<file path="config.mk">
export PLATFORM = sky130hd
export DESIGN_NAME = tjmono2_cmd_rx
export DESIGN_NICKNAME = d
export VERILOG_FILES = /design/src/rtl/tjmono2_cmd_pkg.sv /design/src/rtl/tjmono2_cmd_sym_dec.sv /design/src/rtl/tjmono2_cmd_rx.sv
export SDC_FILE = /design/constraint.sdc
export NUM_CORES = 1
export LEC_CHECK = 0
export CAP_MARGIN = 20
export CORE_ASPECT_RATIO = 0.7
export CORE_MARGIN = 2
export CORE_UTILIZATION = 50
export CTS_CLUSTER_DIAMETER = 100
export CTS_CLUSTER_SIZE = 24
export DETAILED_ROUTE_END_ITERATION = 10
export GPL_TIMING_DRIVEN = 0
export PLACE_DENSITY = 0.69
export RECOVER_POWER = 50
export SYNTH_ARGS = -nofsm -noshare
export SYNTH_HDL_FRONTEND = slang
export SYNTH_SLANG_ARGS = --single-unit
</file>
<file path="constraint.sdc">
create_clock -name CMD_CLK -period 3.6 [get_ports CMD_CLK]
set_input_delay 0.72 -clock CMD_CLK [delete_from_list [all_inputs] [get_ports CMD_CLK]]
set_output_delay 0.72 -clock CMD_CLK [all_outputs]
set_load 0.005 [all_outputs]
</file>
<file path="src/rtl/tjmono2_cmd_pkg.sv">
// Shared definitions for the TJ-Monopix2 command receiver: frame constants,
// command enum, FSM states and the 8-bit symbol lookup tables.
package tjmono2_cmd_pkg;

  localparam logic [15:0] SYNC_FRAME     = 16'h817E;
  localparam logic [15:0] PLL_LOCK_FRAME = 16'hAAAA;

  typedef enum logic [2:0] {
    CMD_CLEAR        = 3'd0,
    CMD_GLOBAL_PULSE = 3'd1,
    CMD_CAL          = 3'd2,
    CMD_WRREG        = 3'd3,
    CMD_RDREG        = 3'd4,
    CMD_READ_TRIG    = 3'd5
  } cmd_e;

  typedef enum logic [1:0] {
    ST_SEARCH = 2'd0,
    ST_ALIGN  = 2'd1,
    ST_LOCKED = 2'd2
  } rx_state_e;

  // Returns {hit, value}.
  function automatic logic [5:0] data_sym_lookup(input logic [7:0] sym);
    logic [5:0] res;
    case (sym)
      8'h6A: res = {1'b1, 5'd0};
      8'h6C: res = {1'b1, 5'd1};
      8'h71: res = {1'b1, 5'd2};
      8'h72: res = {1'b1, 5'd3};
      8'h74: res = {1'b1, 5'd4};
      8'h8B: res = {1'b1, 5'd5};
      8'h8D: res = {1'b1, 5'd6};
      8'h8E: res = {1'b1, 5'd7};
      8'h93: res = {1'b1, 5'd8};
      8'h95: res = {1'b1, 5'd9};
      8'h96: res = {1'b1, 5'd10};
      8'h99: res = {1'b1, 5'd11};
      8'h9A: res = {1'b1, 5'd12};
      8'h9C: res = {1'b1, 5'd13};
      8'hA3: res = {1'b1, 5'd14};
      8'hA5: res = {1'b1, 5'd15};
      8'hA6: res = {1'b1, 5'd16};
      8'hA9: res = {1'b1, 5'd17};
      8'h59: res = {1'b1, 5'd18};
      8'hAC: res = {1'b1, 5'd19};
      8'hB1: res = {1'b1, 5'd20};
      8'hB2: res = {1'b1, 5'd21};
      8'hB4: res = {1'b1, 5'd22};
      8'hC3: res = {1'b1, 5'd23};
      8'hC5: res = {1'b1, 5'd24};
      8'hC6: res = {1'b1, 5'd25};
      8'hC9: res = {1'b1, 5'd26};
      8'hCA: res = {1'b1, 5'd27};
      8'hCC: res = {1'b1, 5'd28};
      8'hD1: res = {1'b1, 5'd29};
      8'hD2: res = {1'b1, 5'd30};
      8'hD4: res = {1'b1, 5'd31};
      default: res = 6'd0;
    endcase
    return res;
  endfunction

  // Returns {hit, bunch pattern}; bit3 of the pattern is the earliest bunch.
  function automatic logic [4:0] trig_sym_lookup(input logic [7:0] sym);
    logic [4:0] res;
    case (sym)
      8'h2B: res = {1'b1, 4'b0001};
      8'h2D: res = {1'b1, 4'b0010};
      8'h2E: res = {1'b1, 4'b0011};
      8'h33: res = {1'b1, 4'b0100};
      8'h35: res = {1'b1, 4'b0101};
      8'h36: res = {1'b1, 4'b0110};
      8'h39: res = {1'b1, 4'b0111};
      8'h3A: res = {1'b1, 4'b1000};
      8'h3C: res = {1'b1, 4'b1001};
      8'h4B: res = {1'b1, 4'b1010};
      8'h4D: res = {1'b1, 4'b1011};
      8'h4E: res = {1'b1, 4'b1100};
      8'h53: res = {1'b1, 4'b1101};
      8'h55: res = {1'b1, 4'b1110};
      8'h56: res = {1'b1, 4'b1111};
      default: res = 5'd0;
    endcase
    return res;
  endfunction

  // Returns {hit, command code}.
  function automatic logic [3:0] hdr_sym_lookup(input logic [7:0] sym);
    logic [3:0] res;
    case (sym)
      8'h5A: res = {1'b1, CMD_CLEAR};
      8'h5C: res = {1'b1, CMD_GLOBAL_PULSE};
      8'h63: res = {1'b1, CMD_CAL};
      8'h66: res = {1'b1, CMD_WRREG};
      8'h65: res = {1'b1, CMD_RDREG};
      8'h69: res = {1'b1, CMD_READ_TRIG};
      default: res = 4'd0;
    endcase
    return res;
  endfunction

endpackage

</file>
<file path="src/rtl/tjmono2_cmd_sym_dec.sv">
// Combinational classifier for one 8-bit command symbol.
module tjmono2_cmd_sym_dec
  import tjmono2_cmd_pkg::*;
(
  input  logic [7:0] sym,
  output logic       is_data,
  output logic       is_trig,
  output logic       is_hdr,
  output logic [4:0] value,
  output logic [3:0] pattern,
  output cmd_e       code
);

  logic [5:0] data_hit_s;
  logic [4:0] trig_hit_s;
  logic [3:0] hdr_hit_s;

  // Table lookups and field split.
  always_comb begin
    data_hit_s = data_sym_lookup(sym);
    trig_hit_s = trig_sym_lookup(sym);
    hdr_hit_s  = hdr_sym_lookup(sym);
    is_data    = data_hit_s[5];
    value      = data_hit_s[4:0];
    is_trig    = trig_hit_s[4];
    pattern    = trig_hit_s[3:0];
    is_hdr     = hdr_hit_s[3];
    code       = cmd_e'(hdr_hit_s[2:0]);
  end

endmodule

</file>
<file path="src/rtl/tjmono2_cmd_rx.sv">
// Serial command receiver: deserialises CMD, aligns to 16-bit frames on the
// sync word and decodes trigger, command-header and data frames into pulses.
module tjmono2_cmd_rx
  import tjmono2_cmd_pkg::*;
#(
  parameter int unsigned SYNC_LOCK_COUNT  = 8,
  parameter int unsigned UNLOCK_ERR_COUNT = 4
) (
  input  logic       CMD_CLK,
  input  logic       RSTB,
  input  logic       CMD_SERIAL_IN,
  input  logic       ERR_CNT_CLR,
  output logic       LOCKED,
  output logic       TRIG_VALID,
  output logic [3:0] TRIG_PATTERN,
  output logic [4:0] TRIG_TAG,
  output logic       CMD_VALID,
  output logic [2:0] CMD_CODE,
  output logic [4:0] CMD_CHIP_ID,
  output logic       DATA_VALID,
  output logic [9:0] DATA,
  output logic       SYMBOL_ERR,
  output logic [7:0] ERR_CNT
);

  localparam logic [7:0] LOCK_CNT_C   = 8'(SYNC_LOCK_COUNT);
  localparam logic [7:0] UNLOCK_CNT_C = 8'(UNLOCK_ERR_COUNT);

  // phase_r is the frame position of the bit most recently shifted in.
  logic [15:0] sreg_r;
  logic [3:0]  phase_r, phase_s;
  logic [7:0]  sync_cnt_r, sync_cnt_s;
  logic [7:0]  miss_cnt_r, miss_cnt_s;
  rx_state_e   state_r, state_s;
  logic        locked_s, trig_s, cmd_s, data_s, err_s;
  logic        frame_end_s;

  logic        hi_is_data_s, hi_is_trig_s, hi_is_hdr_s;
  logic [4:0]  hi_value_s;
  logic [3:0]  hi_pattern_s;
  cmd_e        hi_code_s;
  logic        lo_is_data_s, lo_is_trig_s, lo_is_hdr_s;
  logic [4:0]  lo_value_s;
  logic [3:0]  lo_pattern_s;
  cmd_e        lo_code_s;
  logic        lo_unused_s;

  tjmono2_cmd_sym_dec u_dec_hi (
    .sym     (sreg_r[15:8]),
    .is_data (hi_is_data_s),
    .is_trig (hi_is_trig_s),
    .is_hdr  (hi_is_hdr_s),
    .value   (hi_value_s),
    .pattern (hi_pattern_s),
    .code    (hi_code_s)
  );

  tjmono2_cmd_sym_dec u_dec_lo (
    .sym     (sreg_r[7:0]),
    .is_data (lo_is_data_s),
    .is_trig (lo_is_trig_s),
    .is_hdr  (lo_is_hdr_s),
    .value   (lo_value_s),
    .pattern (lo_pattern_s),
    .code    (lo_code_s)
  );

  // Only the data value of the lo symbol carries meaning.
  assign lo_unused_s = ^{lo_is_trig_s, lo_is_hdr_s, lo_pattern_s, lo_code_s};
  assign frame_end_s = (phase_r == 4'd15);

  // Deserialiser, phase counter and FSM state registers.
  always_ff @(posedge CMD_CLK or negedge RSTB) begin
    if (!RSTB) begin
      sreg_r     <= 16'd0;
      phase_r    <= 4'd0;
      sync_cnt_r <= 8'd0;
      miss_cnt_r <= 8'd0;
      state_r    <= ST_SEARCH;
    end else begin
      sreg_r     <= {sreg_r[14:0], CMD_SERIAL_IN};
      phase_r    <= phase_s;
      sync_cnt_r <= sync_cnt_s;
      miss_cnt_r <= miss_cnt_s;
      state_r    <= state_s;
    end
  end

  // Alignment / decode FSM: next state, counters and event decisions.
  always_comb begin
    state_s    = state_r;
    phase_s    = phase_r + 4'd1;
    sync_cnt_s = sync_cnt_r;
    miss_cnt_s = miss_cnt_r;
    locked_s   = LOCKED;
    trig_s     = 1'b0;
    cmd_s      = 1'b0;
    data_s     = 1'b0;
    err_s      = 1'b0;
    case (state_r)
      ST_SEARCH: begin
        if (sreg_r == SYNC_FRAME) begin
          // Next incoming bit is the first bit of a frame.
          phase_s    = 4'd0;
          sync_cnt_s = 8'd1;
          miss_cnt_s = 8'd0;
          if (LOCK_CNT_C == 8'd1) begin
            state_s  = ST_LOCKED;
            locked_s = 1'b1;
          end else begin
            state_s  = ST_ALIGN;
          end
        end else begin
          sync_cnt_s = 8'd0;
        end
      end
      ST_ALIGN: begin
        if (frame_end_s) begin
          if (sreg_r == SYNC_FRAME) begin
            sync_cnt_s = sync_cnt_r + 8'd1;
            if (sync_cnt_s == LOCK_CNT_C) begin
              state_s    = ST_LOCKED;
              locked_s   = 1'b1;
              miss_cnt_s = 8'd0;
            end else begin
              state_s    = ST_ALIGN;
            end
          end else begin
            state_s    = ST_SEARCH;
            sync_cnt_s = 8'd0;
          end
        end else begin
          state_s = ST_ALIGN;
        end
      end
      ST_LOCKED: begin
        if (frame_end_s) begin
          if ((sreg_r == SYNC_FRAME) || (sreg_r == PLL_LOCK_FRAME)) begin
            miss_cnt_s = 8'd0;
          end else if (hi_is_trig_s && lo_is_data_s) begin
            trig_s     = 1'b1;
            miss_cnt_s = 8'd0;
          end else if (hi_is_hdr_s && lo_is_data_s) begin
            cmd_s      = 1'b1;
            miss_cnt_s = 8'd0;
          end else if (hi_is_data_s && lo_is_data_s) begin
            data_s     = 1'b1;
            miss_cnt_s = 8'd0;
          end else begin
            err_s      = 1'b1;
            miss_cnt_s = miss_cnt_r + 8'd1;
            if (miss_cnt_s == UNLOCK_CNT_C) begin
              state_s    = ST_SEARCH;
              locked_s   = 1'b0;
              sync_cnt_s = 8'd0;
              miss_cnt_s = 8'd0;
            end else begin
              state_s    = ST_LOCKED;
            end
          end
        end else begin
          state_s = ST_LOCKED;
        end
      end
      default: begin
        state_s    = ST_SEARCH;
        locked_s   = 1'b0;
        sync_cnt_s = 8'd0;
        miss_cnt_s = 8'd0;
      end
    endcase
  end

  // Registered event pulses, held payloads and the saturating error counter.
  always_ff @(posedge CMD_CLK or negedge RSTB) begin
    if (!RSTB) begin
      LOCKED       <= 1'b0;
      TRIG_VALID   <= 1'b0;
      TRIG_PATTERN <= 4'd0;
      TRIG_TAG     <= 5'd0;
      CMD_VALID    <= 1'b0;
      CMD_CODE     <= 3'd0;
      CMD_CHIP_ID  <= 5'd0;
      DATA_VALID   <= 1'b0;
      DATA         <= 10'd0;
      SYMBOL_ERR   <= 1'b0;
      ERR_CNT      <= 8'd0;
    end else begin
      LOCKED     <= locked_s;
      TRIG_VALID <= trig_s;
      CMD_VALID  <= cmd_s;
      DATA_VALID <= data_s;
      SYMBOL_ERR <= err_s;
      if (trig_s) begin
        TRIG_PATTERN <= hi_pattern_s;
        TRIG_TAG     <= lo_value_s;
      end
      if (cmd_s) begin
        CMD_CODE    <= hi_code_s;
        CMD_CHIP_ID <= lo_value_s;
      end
      if (data_s) begin
        DATA <= {hi_value_s, lo_value_s};
      end
      if (ERR_CNT_CLR) begin
        ERR_CNT <= 8'd0;
      end else if (err_s && (ERR_CNT != 8'hFF)) begin
        ERR_CNT <= ERR_CNT + 8'd1;
      end
    end
  end

endmodule
</file>
==> implementation parameters <==
Parameter                              Value

Pwr
  Power density of the placed cells ... 336 mW/mm2
  Worst voltage drop across the vdd grid ... 0.000333 V
  Leakage dissipation ... 2.49 nW

Routing
  Via density ... 6.32
  Wire length after detailed routing ... 13.7 mm
  Routed wire per std cell ... 18.2 um
  Total number of vias ... 4,749
  DRC ... 0
  Drt initial violations ... 475
  Antenna-violating nets left ... 0
  Pre-antenna DRT Iters ... 6

STA
  Transition time of the tightest slew-check pin ... 1.99 ns
  Setup Viol. Count Final ... 0
  RSZ-0062 raised after global routing ... false
  Final Slew Violations ... 39
  Worst Hold Slack ... 0.365 ns
  Worst clock skew on the final layout ... 0.00651 ns
  Sum of negative setup slack ... 0 ns
  Share of the cycle needed by the critical path after routing ... 0.924
  Max Clock Freq ... 301 MHz
  Final critical delay including setup and external delays ... 3.33 ns
  Tightest slew margin relative to the limit ... -0.325
  Number of hold violations in the final report ... 0

Yosys
  Mapped Area ... 0.00502 mm2
  Prevailing post-synth register cell ... sky130_fd_sc_hd__dfrtp_1
  Proportion of synthesized flip-flops having asynchronous set or reset ... 1.00
  Number of synthesized flops with an enable pin ... 0
  Syn Inst Count ... 563
  Synth Warn # ... 0
  Net Count, Synth ... 573
  Sequential-to-total area share from yosys stat ... 0.389
  Number of synthesized register bits ... 78
  Distinct cell type count of the synthesized netlist ... 68
  Synthesized area per cell ... 8.92 um2

Clock network
  # resized after CTS ... 0
  Count of H-tree levels built during CTS ... 3
  Setup repair bufs after CTS ... 0
  Hold-fix buffers at CTS ... 0
  Clock Sink Count ... 78
  Clock insertion delay at the later pin of the skew report ... 0.34 ns
  Clock tree from TritonCTS ... done
  Root buffer cell ... sky130_fd_sc_hd__clkbuf_16
  Clock buffers created by TritonCTS ... 9
  Max Root-Sink Buffers ... 2
  Clock transition at the register clock pins on the worst setup and hold paths after CTS ... 0.06 ns

Place
  Post-place instance area ... 0.00563 mm2
  I/O Buffers ... 43
  Total placed cells including tap cells ... 735
  GPL Wtd Cong ... 0.972
  DPL Wire Length ... 9.74 mm

Layout
  Seq. cell area ... 0.00195 mm2
  Area taken by multi-input logic gates ... 0.00287 mm2
  Antenna diode count ... 0
  NumNets Final ... 628
  Share of post-route cells with drive strength above 1 ... 0.112
  Cell area after layout ... 0.00590 mm2
  FILL cells ... 860
  Area growth from synthesis to layout ... 17.5%
  Post-layout instance count excluding filler cells ... 751

Critical path
  Sort of element at the start of the critical path ... flop
  Highest net fanout along the worst path ... 10
  Signal arrival time at the worst endpoint ... 3.56 ns
  Slowest library cell on the worst path ... sky130_fd_sc_hd__nor4bb_1
  Maximum single-stage delay on the critical path ... 0.64 ns
  Required time reported for the critical path endpoint ... 3.83 ns
  Worst Setup End Kind ... flop
  CP Cell Sequence ... buf_2 > nor4bb_1 > nand4b_1 > a21o_1 > o2111ai_1 > nor4_2 > o21bai_2 > clkbuf_1 > nor2_1 > a211o_1
  Worst Setup Path Type ... reg -> reg

Die
  Core Box Area ... 0.00972 mm2
  Die boundary width ... 124 um
  Die Span Y ... 87.9 um
  Number of core rows ... 30
  Die area ... 0.0109 mm2
  Top-Level Pins ... 44
  Initial cell density of the core ... 0.517

Global route
  Wire length of the first global-routing pass ... 22.1 mm
  Pin count of the biggest net entering global routing ... 42
  GR Overflow Total ... 0
  Via count of the first global-routing pass ... 4,310
  Aggregate global-route resource usage ... 0.263
  Antenna violations before repair ... 0

Run status
  Failing checks ... capacitance limit, slew limit
  Status ... finished, violations left

Job
  Maximum capacitance violations ... 1

Min path
  Hold crit path type ... reg -> reg
==> synthesized netlist by cell type, types with 10 or more instances <==
cell type | count | area (um2)
sky130_fd_sc_hd__dfrtp_1 | 78 | 1950
sky130_fd_sc_hd__a31oi_1 | 10 | 62.6
sky130_fd_sc_hd__o22ai_1 | 12 | 75.1
sky130_fd_sc_hd__nand2b_1 | 29 | 181
sky130_fd_sc_hd__nor3_1 | 19 | 95.1
sky130_fd_sc_hd__nand4_1 | 10 | 62.6
sky130_fd_sc_hd__clkbuf_1 | 14 | 52.6
sky130_fd_sc_hd__buf_2 | 17 | 85.1
sky130_fd_sc_hd__inv_1 | 15 | 56.3
sky130_fd_sc_hd__nand2_1 | 44 | 165
sky130_fd_sc_hd__mux2_2 | 29 | 327
sky130_fd_sc_hd__o21ai_0 | 28 | 140
sky130_fd_sc_hd__a21oi_1 | 20 | 100
sky130_fd_sc_hd__nor2_1 | 46 | 173
sky130_fd_sc_hd__nand3_1 | 21 | 105
sky130_fd_sc_hd__nor2b_1 | 16 | 100
==> worst paths after layout <==
path                            slack (ns)       endpoint  cells after the start        from
min in group asynchronous             0.93  sync_cnt_r[2]                      1        RSTB
worst max register to register        0.27  miss_cnt_r[6]                     10  sreg_r[14]
worst min register to register        0.37      sreg_r[3]                      0   sreg_r[2]
max in group asynchronous             0.73    TRIG_TAG[2]                      2        RSTB
worst min-delay path                  0.37      sreg_r[3]                      0   sreg_r[2]
worst max-delay path                  0.27  miss_cnt_r[6]                     10  sreg_r[14]
==> through the flow <==
stage	setup slack [ns]	power (W)	utilization
6_report	0.275	0.00198	0.607
2_1_floorplan	0.916	0.00105	-
5_1_grt	0.0236	0.00206	0.607
4_1_cts	0.289	0.00200	0.608
3_3_place_gp	-0.966	0.00112	0.577
3_5_place_dp	0.308	0.00112	0.579
==> flip-flops by register name (all words and copies together), names as in the netlist, 2 cells and up <==
signal / cells
sreg_r: 16
DATA: 10
ERR_CNT: 8
miss_cnt_r: 8
sync_cnt_r: 8
CMD_CHIP_ID: 5
TRIG_TAG: 5
TRIG_PATTERN: 4
phase_r: 4
CMD_CODE: 3
state_r: 2
==> worst max-delay path, delay by kind of cell (launching register included) <==
kind                   cells  cell delay [ns]
and+or+nand+nor            4             1.11
AOI/OAI and AO/OA          4             0.99
DFF                        1             0.46
buffers and inverters      2             0.65
==> area by class of cell <==
cell class	count	share of cell area
multi-input cells	436	0.487
flip-flops and latches	78	0.331
repair buffers	44	0.0727
clock buffers	10	0.0405
well taps	128	0.0271
plain buffers	34	0.0252
inverters	15	0.00954
clock inverters	6	0.00742
==> cell usage in the layout, fill, tap and decap left out, drive strengths merged, types with 7 or more instances in the layout <==
cell type and count:
nand3 21, nor2b 16, mux2 29, nand2 44
nor2 46, a21oi 20, buf 20, nor4bb 7
nand4 10, a31oi 10, o22ai 12, and3 7
nand2b 29, o21ai 29, clkdlybuf4s50 37, nor3 20
nand3b 7, clkbuf 26, dfrtp 78, xnor2 8
inv 17
==> layer usage <==
layer / vias to the layer above / GRT usage / wire length [um]
li1: 2214 / - / -
met1: 2269 / 0.377 / 6500
met5: - / 0 / 0
met4: 0 / 0.0630 / 193
met2: 240 / 0.391 / 5840
met3: 26 / 0.0807 / 1150
==> cell families after synthesis <==
group	synth area share
compound gates	0.195
buf+inv	0.0409
mux	0.0670
flops	0.389
simple gates	0.271
xor+xnor	0.0227
fa+ha+maj	0.0149
==> report_power, final <==
group | switching [W] | internal (W) | leakage, nW | total (W)
clock | 0.000386 | 0.000489 | 0.139 | 0.000876
combinational | 0.000141 | 0.0000632 | 1.30 | 0.000204
sequential | 0.0000157 | 0.000888 | 1.05 | 0.000903
No activity file was read; power rests on OpenSTA's default activity.
==> patch 1: new RTL, config.mk and constraints unchanged <==
Re-encode `rx_state_e` (3 states) as one-hot, 3 bits wide.
--- a/src/rtl/tjmono2_cmd_pkg.sv
+++ b/src/rtl/tjmono2_cmd_pkg.sv
@@ -14,10 +14,10 @@
     CMD_READ_TRIG    = 3'd5
   } cmd_e;
 
-  typedef enum logic [1:0] {
-    ST_SEARCH = 2'd0,
-    ST_ALIGN  = 2'd1,
-    ST_LOCKED = 2'd2
+  typedef enum logic [2:0] {
+    ST_SEARCH = 3'b001,
+    ST_ALIGN  = 3'b010,
+    ST_LOCKED = 3'b100
   } rx_state_e;
 
   // Returns {hit, value}.
Formal check against the unedited RTL: same outputs for any inputs over 10 cycles, from zero or initial values and one cycle with RSTB low; not proved beyond that.
==> patch 1 against the unedited design <==
Combinational power up 16%; power grew 6.7%; design area grew 7.3%; global-route usage up 2.2 points; synthesized cell count increased by 10%; routed wire length increased by 16%; the flow finishes with violations (max-capacitance violations); clock power increased by 11%; sequential share of layout area is 1.8 points lower; sequential cell count increased by 1; setup slack better by 230 ps; cell count up 8.1%; area after synthesis up 8.1%.
==> patch 1: results (changes against the unedited design) <==
Placed design
  – Final HPWL DP: 11.6 mm (+19%)
  – DP Area: 6040 um^2 (+7.3%)
  – Pre-CTS setup slack: 544 ps (+236 ps)
  – Port Buf Inserts: 42 (-2.3%)

Pwr
  – Int Pwr: 1.52 mW (+5.9%)
  – Power Dens Cells: 334 nW/um^2 (-0.58%)
  – Leakage: 2.60 nW (+4.5%)
  – Flop pwr share: 43.1% (-2.4 points)
  – Maximum VDD drop: 286 uV (-14%)

Critical path
  – Crit path max-delay family: compound AO/OA/AOI/OAI gates
  – Crit path DAT: 3380 ps (-180 ps)
  – Critical path's largest stage delay: 540 ps (-100 ps)

Synthesis
  – Syn Nets: 629 (+9.8%)
  – Unique masters post-synth: 78 (+15%)
  – Mux cell area share after synthesis: 5.67% (-1.0 points)
  – Xor/xnor cell area share of the yosys netlist: 2.90% (+0.64 points)
  – Sequential fraction of the synthesis area: 36.4% (-2.4 points)
  – Adder-Cell Fraction of Synth Area: 1.15% (-0.34 points)
  – Post-Synthesis Mean Instance Area: 8.76 um^2 (-1.8%)
  – Synth top area cells: dfrtp_1, mux2_2, nand2_1, nor2_1, nor2b_1

Timing
  – Worst Skew: 8.14 ps (+1.63 ps)
  – Normalized max-slew margin: 1.04% (+34 points)

Outcome
  – Status: finished, violations left
  – Failing checks: max-capacitance violations

Global routing
  – Initial antenna violation count: 1 (+1)
  – Total Routing Usage GR: 28.5% (+2.2 points)
  – First-pass GRT wire length: 26.3 mm (+19%)
  – Largest net degree at the start of global routing: 61 (+45%)

Routing
  – DRT Wirelength: 15.9 mm (+16%)
  – Vias/cell: 6.36 (+0.63%)
  – Initial DRC count: 432 (-9.1%)
  – Via count: 5167 (+8.8%)

Finish
  – NumNets Final: 684 (+8.9%)

Run
  – Max_cap viols: 1 (unchanged)
[patch 1: per-stage QoR]
step / TNS [ps] / hold WS (ps)
global placement: -72880 / 354
floorplan: 0 / 349
detailed placement: 0 / 358
CTS: 0 / 263
global route: 0 / 385
finish: 0 / 374
[patch 1: layout make-up]
cell class | instances | area [um^2]
multi-input combinational | 484 | 3180
clock inverter | 7 | 88.8
timing repair buffer | 44 | 424
buffer | 42 | 216
tap | 132 | 165
fill | 933 | 4140
sequential | 79 | 1980
clock buffer | 9 | 225
inverter | 15 | 56.3
[patch 1: logic make-up after synthesis]
group | Yosys count
AO/OA/AOI/OAI | 153
XOR/XNOR | 18
adder cells (fa/ha/maj) | 5
buffers and inverters | 57
flip-flops | 79
multiplexers | 28
AND/OR/NAND/NOR | 280
[patch 1: path summary, 6_finish.rpt]
path | startpoint | endpoint | slack, ps | depth (start not counted)
max | sreg_r[11] | miss_cnt_r[2] | 500 | 9
min | sreg_r[1] | sreg_r[2] | 370 | 0
max reg2reg | sreg_r[11] | miss_cnt_r[2] | 500 | 9
min reg2reg | sreg_r[1] | sreg_r[2] | 370 | 0
max in group asynchronous | RSTB | TRIG_TAG[1] | 1050 | 2
min in group asynchronous | RSTB | sreg_r[6] | 540 | 1
[patch 1: layer usage]
| metal | vias to the layer above | GRT usage [%] | part of all wire (%) |
|---|---|---|---|
| li1 | 2407 | - | - |
| met1 | 2491 | 41.2 | 45 |
| met2 | 245 | 42.4 | 44 |
| met3 | 22 | 7.84 | 9.8 |
| met4 | 2 | 6.97 | 1.4 |
| met5 | - | 0 | 0.063 |
[patch 1: worst reg2reg max path, delay by kind of cell, from the launching register on]
kind	cells	cell delay [ps]
simple gates	4	1060
buf+inv	2	440
compound gates	3	1120
flops	1	420
==> patch 2: new RTL, same settings <==
Made on the original files. Add an input register stage for `CMD_SERIAL_IN` and `ERR_CNT_CLR`, cleared by the reset; this delays them by one clock.
--- a/src/rtl/tjmono2_cmd_rx.sv
+++ b/src/rtl/tjmono2_cmd_rx.sv
@@ -26,6 +26,19 @@
   localparam logic [7:0] LOCK_CNT_C   = 8'(SYNC_LOCK_COUNT);
   localparam logic [7:0] UNLOCK_CNT_C = 8'(UNLOCK_ERR_COUNT);
 
+  logic CMD_SERIAL_IN_q;
+  logic ERR_CNT_CLR_q;
+
+  always_ff @(posedge CMD_CLK or negedge RSTB) begin
+    if (!RSTB) begin
+      CMD_SERIAL_IN_q <= '0;
+      ERR_CNT_CLR_q   <= '0;
+    end else begin
+      CMD_SERIAL_IN_q <= CMD_SERIAL_IN;
+      ERR_CNT_CLR_q   <= ERR_CNT_CLR;
+    end
+  end
+
   // phase_r is the frame position of the bit most recently shifted in.
   logic [15:0] sreg_r;
   logic [3:0]  phase_r, phase_s;
@@ -78,7 +91,7 @@
       miss_cnt_r <= 8'd0;
       state_r    <= ST_SEARCH;
     end else begin
-      sreg_r     <= {sreg_r[14:0], CMD_SERIAL_IN};
+      sreg_r     <= {sreg_r[14:0], CMD_SERIAL_IN_q};
       phase_r    <= phase_s;
       sync_cnt_r <= sync_cnt_s;
       miss_cnt_r <= miss_cnt_s;
@@ -202,7 +215,7 @@
       if (data_s) begin
         DATA <= {hi_value_s, lo_value_s};
       end
-      if (ERR_CNT_CLR) begin
+      if (ERR_CNT_CLR_q) begin
         ERR_CNT <= 8'd0;
       end else if (err_s && (ERR_CNT != 8'hFF)) begin
         ERR_CNT <= ERR_CNT + 8'd1;
Check against the original RTL: no difference found for any inputs over 10 cycles, from zero or initial values and one cycle with RSTB low; that may be too few to reach the edited logic, so the function may still have changed.
==> patch 2 against the unedited design <==
Critical path depth is the same; power grew 10%; design area grew 6.1%; sequential share of layout area shrank 1.1 points; routed wire length grew 7.0%; area after synthesis grew 6.1%; setup slack gained 66 ps; clock power grew 19%; combinational power grew 12%; utilization shrank 0.21 points; sequential cell count grew 2.
==> patch 2: results (changes against the unedited design) <==
Outcome
  – Status: finished, final reports clean

Routing
  – Initial DRC count: 544 (+15%)
  – Via count: 5008 (+5.5%)
  – First drt pass iteration count: 5 (-1)
  – WL/cell: 18.7 um (+2.9%)

Pwr
  – Flop pwr share: 42.2% (-3.3 points)
  – Comb pwr: 0.229 mW (+12%)
  – Maximum VDD drop: 268 uV (-20%)
  – Total power: 2.19 mW (+10%)
  – Int Pwr: 1.62 mW (+13%)

Finish
  – Layout cells sized above 1: 11.6% (+0.32 points)
  – NumNets Final: 653 (+4.0%)

Placed design
  – DP Area: 5950 um^2 (+5.7%)
  – Final HPWL DP: 10.7 mm (+9.6%)
  – Pre-CTS setup slack: 426 ps (+118 ps)

Global routing
  – Vias in the first global route: 4617 (+7.1%)
  – First-pass GRT wire length: 24.1 mm (+8.9%)
  – Largest net degree at the start of global routing: 59 (+40%)

Synthesis
  – Synth Area in Compound Gates: 19.6% (+0.12 points)
  – Syn Nets: 597 (+4.2%)
  – Unique masters post-synth: 74 (+8.8%)
  – Mux cell area share after synthesis: 6.69% (-0.011 points)
  – Xor/xnor cell area share of the yosys netlist: 2.79% (+0.53 points)
  – Adder-Cell Fraction of Synth Area: 1.17% (-0.32 points)

Critical path
  – Critical path's largest stage delay: 430 ps (-210 ps)
  – Slowest-stage cell, CP: a2bb2oi_1
  – Crit path DAT: 3480 ps (-80 ps)

Timing
  – Normalized max-slew margin: 4.38% (+37 points)
==> patch 2: changes by cell type in the layout (fill, tap and decap cells not counted), sizes merged, moves of 5 or more <==
cell / unedited run / this run
nand3b: 7 / 2
or3: 3 / 9
nor2: 46 / 38
nand2b: 29 / 23
nor3: 20 / 15
a21oi: 20 / 38
a31oi: 10 / 15
buf: 20 / 30
or2: 2 / 8
o22ai: 12 / 6
nor2b: 16 / 24
nor4bb: 7 / 12
==> patch 2: through the flow <==
stage / cells / hold WS [ps] / TNS [ps]
after detailed placement: 764 / 344 / 0
final: 781 / 356 / 0
after global routing: 781 / 363 / 0
after CTS: 780 / 287 / 0
after floorplan: 588 / 331 / 0
after global placement: 763 / 343 / -80010
==> patch 2: per-layer routing <==
metal	vias to the layer above	global-route usage, %	wire length (um)
met5	-	0	0
met4	0	6.87	251
met3	35	6.46	1350
met2	249	38.2	6320
met1	2419	38.2	6720
li1	2305	-	-
==> patch 2: final cells by class <==
type	count	area [um^2]
Buffer	41	235
Clock buffer	10	239
Clock inverter	6	95.1
Fill cell	901	4090
Inverter	13	48.8
Multi-Input combinational cell	454	3040
Sequential cell	80	2000
Tap cell	132	165
Timing Repair Buffer	45	434
==> patch 2: worst paths after layout <==
path / start / cells past startpoint / to / slack, ps
worst max-delay path: sreg_r[11] / 10 / ERR_CNT[4] / 340
max in group asynchronous: RSTB / 2 / sync_cnt_r[2] / 980
worst min-delay path: CMD_SERIAL_IN_q / 0 / sreg_r[0] / 360
min in group asynchronous: RSTB / 1 / TRIG_PATTERN[2] / 600
worst min register to register: CMD_SERIAL_IN_q / 0 / sreg_r[0] / 360
worst max register to register: sreg_r[11] / 10 / ERR_CNT[4] / 340
